--- src/rtl/sl_sram_bist_if.sv ---
// SRAM access port between a March BIST initiator and one sl_sram bank.
interface sl_sram_bist_if #(
    parameter int unsigned AW = 14
);
    logic          cs;
    logic [AW-3:0] addr;
    logic [31:0]   wdata;
    logic [3:0]    wren;
    logic [31:0]   rdata;

    modport master (output cs, addr, wdata, wren, input rdata);
    modport slave  (input cs, addr, wdata, wren, output rdata);
endinterface

--- src/rtl/sl_sram_bist.sv ---
// March C- self-test initiator for one word-wide sl_sram bank.
// Reports pass/fail plus the word address and element of the first miscompare.
module sl_sram_bist #(
    parameter int unsigned AW    = 14,
    parameter logic [31:0] DATA0 = 32'h0000_0000
) (
    input  logic           hclk,
    input  logic           hresetn,
    input  logic           start,
    output logic           busy,
    output logic           done,
    output logic           fail,
    output logic [AW-3:0]  fail_addr,
    output logic [2:0]     fail_elem,
    sl_sram_bist_if.master sram
);
    localparam int unsigned WAW = AW - 2;
    localparam logic [WAW-1:0] ADDR_ZERO = '0;
    localparam logic [WAW-1:0] ADDR_LAST = {WAW{1'b1}};
    localparam logic [WAW-1:0] ADDR_ONE  = WAW'(1);

    localparam logic [2:0] S_IDLE = 3'd0;
    localparam logic [2:0] S_W0   = 3'd1;
    localparam logic [2:0] S_RD   = 3'd2;
    localparam logic [2:0] S_WR   = 3'd3;
    localparam logic [2:0] S_R5   = 3'd4;
    localparam logic [2:0] S_TAIL = 3'd5;

    logic [2:0]     state_q,     state_d;
    logic [2:0]     elem_q,      elem_d;
    logic [WAW-1:0] addr_q,      addr_d;
    logic           cs_q,        cs_d;
    logic [3:0]     wren_q,      wren_d;
    logic [31:0]    wdata_q,     wdata_d;
    logic           busy_q,      busy_d;
    logic           done_q,      done_d;
    logic           fail_q,      fail_d;
    logic [WAW-1:0] fail_addr_q, fail_addr_d;
    logic [2:0]     fail_elem_q, fail_elem_d;

    logic           cmp_en;
    logic [WAW-1:0] cmp_addr;
    logic [31:0]    exp_data;
    logic           down;
    logic [WAW-1:0] elem_end;

    // Next-state, next-output and compare logic
    always_comb begin
        state_d     = state_q;
        elem_d      = elem_q;
        addr_d      = addr_q;
        cs_d        = cs_q;
        wren_d      = wren_q;
        wdata_d     = wdata_q;
        busy_d      = busy_q;
        done_d      = done_q;
        fail_d      = fail_q;
        fail_addr_d = fail_addr_q;
        fail_elem_d = fail_elem_q;
        cmp_en      = 1'b0;
        cmp_addr    = addr_q;
        // odd elements read "0", even elements read "1"
        exp_data    = elem_q[0] ? DATA0 : ~DATA0;
        down        = (elem_q == 3'd3) || (elem_q == 3'd4);
        elem_end    = down ? ADDR_ZERO : ADDR_LAST;

        case (state_q)
            S_IDLE: begin
                cs_d   = 1'b0;
                wren_d = 4'h0;
                if (start) begin
                    state_d     = S_W0;
                    elem_d      = 3'd0;
                    addr_d      = ADDR_ZERO;
                    cs_d        = 1'b1;
                    wren_d      = 4'hF;
                    wdata_d     = DATA0;
                    busy_d      = 1'b1;
                    done_d      = 1'b0;
                    fail_d      = 1'b0;
                    fail_addr_d = ADDR_ZERO;
                    fail_elem_d = 3'd0;
                end
            end
            S_W0: begin
                if (addr_q == ADDR_LAST) begin
                    state_d = S_RD;
                    elem_d  = 3'd1;
                    addr_d  = ADDR_ZERO;
                    wren_d  = 4'h0;
                end else begin
                    addr_d = addr_q + ADDR_ONE;
                end
            end
            S_RD: begin
                state_d = S_WR;
                wren_d  = 4'hF;
                wdata_d = elem_q[0] ? ~DATA0 : DATA0;
            end
            S_WR: begin
                cmp_en  = 1'b1;
                state_d = S_RD;
                wren_d  = 4'h0;
                if (addr_q == elem_end) begin
                    elem_d = elem_q + 3'd1;
                    if (elem_q == 3'd4) begin
                        state_d = S_R5;
                        addr_d  = ADDR_ZERO;
                    end else begin
                        addr_d = (elem_q == 3'd1) ? ADDR_ZERO : ADDR_LAST;
                    end
                end else begin
                    addr_d = down ? (addr_q - ADDR_ONE) : (addr_q + ADDR_ONE);
                end
            end
            S_R5: begin
                // pipelined: this cycle's RDATA belongs to the previous address
                cmp_en   = (addr_q != ADDR_ZERO);
                cmp_addr = addr_q - ADDR_ONE;
                if (addr_q == ADDR_LAST) begin
                    state_d = S_TAIL;
                    cs_d    = 1'b0;
                end else begin
                    addr_d = addr_q + ADDR_ONE;
                end
            end
            S_TAIL: begin
                cmp_en  = 1'b1;
                state_d = S_IDLE;
                cs_d    = 1'b0;
                wren_d  = 4'h0;
                busy_d  = 1'b0;
                done_d  = 1'b1;
            end
            default: begin
                state_d = S_IDLE;
                cs_d    = 1'b0;
                wren_d  = 4'h0;
                busy_d  = 1'b0;
            end
        endcase

        if (cmp_en && !fail_q && (sram.rdata != exp_data)) begin
            fail_d      = 1'b1;
            fail_addr_d = cmp_addr;
            fail_elem_d = elem_q;
        end
    end

    // State and output registers
    always_ff @(posedge hclk) begin
        if (!hresetn) begin
            state_q     <= S_IDLE;
            elem_q      <= 3'd0;
            addr_q      <= ADDR_ZERO;
            cs_q        <= 1'b0;
            wren_q      <= 4'h0;
            wdata_q     <= 32'h0;
            busy_q      <= 1'b0;
            done_q      <= 1'b0;
            fail_q      <= 1'b0;
            fail_addr_q <= ADDR_ZERO;
            fail_elem_q <= 3'd0;
        end else begin
            state_q     <= state_d;
            elem_q      <= elem_d;
            addr_q      <= addr_d;
            cs_q        <= cs_d;
            wren_q      <= wren_d;
            wdata_q     <= wdata_d;
            busy_q      <= busy_d;
            done_q      <= done_d;
            fail_q      <= fail_d;
            fail_addr_q <= fail_addr_d;
            fail_elem_q <= fail_elem_d;
        end
    end

    assign sram.cs    = cs_q;
    assign sram.addr  = addr_q;
    assign sram.wdata = wdata_q;
    assign sram.wren  = wren_q;
    assign busy       = busy_q;
    assign done       = done_q;
    assign fail       = fail_q;
    assign fail_addr  = fail_addr_q;
    assign fail_elem  = fail_elem_q;

endmodule

--- src/flat_wrapper.sv ---
// flat-port wrapper written by rule: the top's interface ports become plain ports
module sl_sram_bist_flat 
#(
    parameter int unsigned AW    = 14,
    parameter logic [31:0] DATA0 = 32'h0000_0000
)
  (hclk, hresetn, start, busy, done, fail, fail_addr, fail_elem, sram_cs, sram_addr, sram_wdata, sram_wren, sram_rdata);
  sl_sram_bist_if #(.AW(AW)) sram_i ();
  input  logic hclk;
  input  logic hresetn;
  input  logic start;
  output logic busy;
  output logic done;
  output logic fail;
  output logic [AW-3:0] fail_addr;
  output logic [2:0] fail_elem;
  output wire logic [$bits(sram_i.cs)-1:0] sram_cs;
  output wire logic [$bits(sram_i.addr)-1:0] sram_addr;
  output wire logic [$bits(sram_i.wdata)-1:0] sram_wdata;
  output wire logic [$bits(sram_i.wren)-1:0] sram_wren;
  input wire logic [$bits(sram_i.rdata)-1:0] sram_rdata;
  assign sram_cs = sram_i.cs;
  assign sram_addr = sram_i.addr;
  assign sram_wdata = sram_i.wdata;
  assign sram_wren = sram_i.wren;
  assign sram_i.rdata = sram_rdata;
  sl_sram_bist #(.AW(AW), .DATA0(DATA0)) u_core (.hclk(hclk), .hresetn(hresetn), .start(start), .busy(busy), .done(done), .fail(fail), .fail_addr(fail_addr), .fail_elem(fail_elem), .sram(sram_i));
endmodule
--- config.mk ---
export PLATFORM = sky130hd
export DESIGN_NAME = sl_sram_bist_flat
export DESIGN_NICKNAME = d
export VERILOG_FILES = /design/src/rtl/sl_sram_bist_if.sv /design/src/rtl/sl_sram_bist.sv /design/src/flat_wrapper.sv
export SDC_FILE = /design/constraint.sdc
export NUM_CORES = 1
export LEC_CHECK = 0
export BUFFER_PORTS_ARGS = -buffer_cell sky130_fd_sc_hd__buf_2
export CORE_ASPECT_RATIO = 0.7
export CORE_MARGIN = 2
export CORE_UTILIZATION = 35
export DETAILED_ROUTE_END_ITERATION = 7
export SLEW_MARGIN = 10
export SYNTH_ARGS = -nofsm -noshare
export SYNTH_HDL_FRONTEND = slang
export SYNTH_SLANG_ARGS = --single-unit
--- constraint.sdc ---
create_clock -name hclk -period 3.7 [get_ports hclk]
set_clock_uncertainty 0.1 [all_clocks]
set_input_delay 0.74 -clock hclk [delete_from_list [all_inputs] [get_ports hclk]]
set_output_delay 0.74 -clock hclk [all_outputs]
set_load 0.05 [all_outputs]
==> results.cfg <==
[run_status]
status = finished clean

[power]
p_total_mw = 1.14
peakVddDrop_mv = 0.165
leakage_nw = 1.66
power_density_nw_per_um2 = 295

[global_route]
busiest_layer = met1
grt_max_degree = 34
grt_use_met3 = 0.0493
grt_pass1_wl_um = 17400
track_usage = 0.209
met2_usage = 0.290
grt_remaining_overflow = 0
grt_util_met1 = 0.323
grt_pass1_vias = 3228
antenna_found_initial = 0

[setup_path]
endpoint_kind = flip-flop
cp_max_fo = 19
crit_path_start_kind = flip-flop
worstPathArrival_ps = 3220
critical_path_class = flip-flop to flip-flop
required_ps = 3790

[detailed_routing]
wl_per_cell_um = 17.4
vias = 3601
dr.pass1.iters = 5
drtAntennaViolNets = 0
via_per_inst = 5.72
route.detailed.drc = 0
drt-total-wl_um = 11000
drt_iter0_drc = 500

[finish]
design_area_um2 = 3870
diodes = 0
fin_nets = 548
final_common_cell = buf_2
drive_above_1_share = 0.244
fin_util = 0.420
final_cell_mix = 101 x buf_2, 58 x nand2_1, 39 x dfxtp_1
areaGrowthSynthToFinish_pct = 14.7

[synth]
synth_edf_count = 0
synth_area_um2 = 3380
syn_inst = 459
synth-seq-cells = 39
synthFlopType = dfxtp_1
async_reset_ff_frac = 0
synth_nets = 503
yosys_warnings = 0
syn_area_per_cell_um2 = 7.36
synth.distinct_cells = 58
ys_seq_area_frac = 0.231

[cts]
cts_root_buffer = clkbuf_16
postCtsSetupBuffers = 0
htreeDepth = 2
clk_pin_slew_worst_paths_ps = 60
numCtsBuffers = 5
cts_resized = 0
numClockSinks = 39
cts_tree = done
clock_path_buffers = 2
ctsHoldBuffers = 0
clkLatencyLatePin_ps = 290

[floorplanning]
die_h_um = 86.2
floorplan.io_pins = 102
fp.dieW_um = 121
core_um2 = 9220
fp.dieArea_um2 = 10500
initial_core_util = 0.366
rows = 29

[sta]
min_period_ps = 3130
tightest_slew_ps = 1010
slew_headroom = 0.330
setup_violations = 0
hold_violations = 0
tns_ps = 0
finalCritPeriodShare = 0.846
slew_viol_final = 0
fmax_mhz = 319
whs_ps = 352
rsz0062_at_grt = false

[job]
drv_cap = 0

[worst_hold_path]
hold_path.class = flip-flop to flip-flop

[placed_design]
dp_hpwl_um = 7920
port_buffers = 101
gp_congestion = 0.932
placed_area_um2 = 3680
## through the flow
step | worst slack (ps) | std cells
finish | 569 | 629
CTS | 591 | 629
global route | 372 | 629
floorplan | 955 | 459
global placement | 668 | 621
detailed placement | 616 | 621
## cell usage after synthesis (all sizes together) (5+ instances only)
cell type	instances	area, um^2
and4	7	61.3
ha	9	113
mux2i	19	190
nand2	58	218
a31oi	10	62.6
or3	5	31.3
nand4	22	138
nor4	15	93.8
a21oi	20	100
buf	40	297
inv	10	37.5
nand2b	10	62.6
o21ai	13	65.1
xnor2	12	105
nor2	30	113
nor3	22	110
dfxtp	39	781
or4	5	41.3
o211ai	6	45.0
nand3	14	70.1
xor2	5	43.8
clkbuf	31	116
## critical path: stages (launching register included)
cell,delay (ps)
dfxtp_1,620
inv_1,90
ha_1,240
mux2_4,370
or4_4,560
a21o_1,360
or3_1,420
a311oi_1,250
## worst paths after layout
| check | endpoint | slack, ps | start | cells after the start |
|---|---|---|---|---|
| setup / recovery | u_core.sram.addr[0]$_SDFFE_PN0P_ | 570 | u_core.elem_q[0]$_SDFFE_PN0P_ | 7 |
| hold / removal | u_core.fail_addr[9]$_SDFFE_PN0P_ | 350 | u_core.fail_addr[9]$_SDFFE_PN0P_ | 2 |
| setup reg to reg | u_core.sram.addr[0]$_SDFFE_PN0P_ | 570 | u_core.elem_q[0]$_SDFFE_PN0P_ | 7 |
| hold reg to reg | u_core.fail_addr[9]$_SDFFE_PN0P_ | 350 | u_core.fail_addr[9]$_SDFFE_PN0P_ | 2 |
## flip-flops by register name, summed over array words and instances (netlist names)
| name | count |
|---|---|
| u_core.fail_addr | 12 |
| u_core.sram.addr | 12 |
| u_core.elem_q | 3 |
| u_core.fail_elem | 3 |
| u_core.state_q | 3 |
| u_core.busy | 1 |
| u_core.done | 1 |
| u_core.fail | 1 |
| u_core.sram.cs | 1 |
| u_core.sram.wdata | 1 |
| u_core.sram.wren | 1 |
## routing by layer
metal / share of wire / up-vias
li1: - / 1741
met1: 0.47 / 1632
met2: 0.41 / 215
met3: 0.12 / 13
met4: 0.0098 / 0
met5: 0 / -
## power by group
part	switching [mW]	internal, mW	total (mW)
registers	0.0102	0.425	0.435
clock network	0.188	0.387	0.575
logic	0.0899	0.0428	0.133
total	0.288	0.855	1.14
## logic make-up (layout without fill, tap and decap cells)
| group | count (synthesis) | in the layout | share of synthesized area |
|---|---|---|---|
| AOI/OAI and AO/OA | 84 | 84 | 0.172 |
| xor gates and xnor gates | 17 | 17 | 0.0441 |
| adders and majority gates | 9 | 9 | 0.0333 |
| buffers and inverters | 82 | 128 | 0.134 |
| DFF | 39 | 39 | 0.231 |
| muxes | 21 | 21 | 0.0641 |
| and+or+nand+nor | 207 | 207 | 0.320 |
## final cells by class
class                           count  area [um^2]
Clock buffer                        6          129
Clock inverter                      2         60.1
Fill cell                         967         5340
Inverter                           11         41.3
Multi-Input combinational cell    338         2140
Sequential cell                    39          781
Tap cell                          124          155
Timing Repair Buffer              109          566
Note: power is estimated with default switching activity, not from simulation.
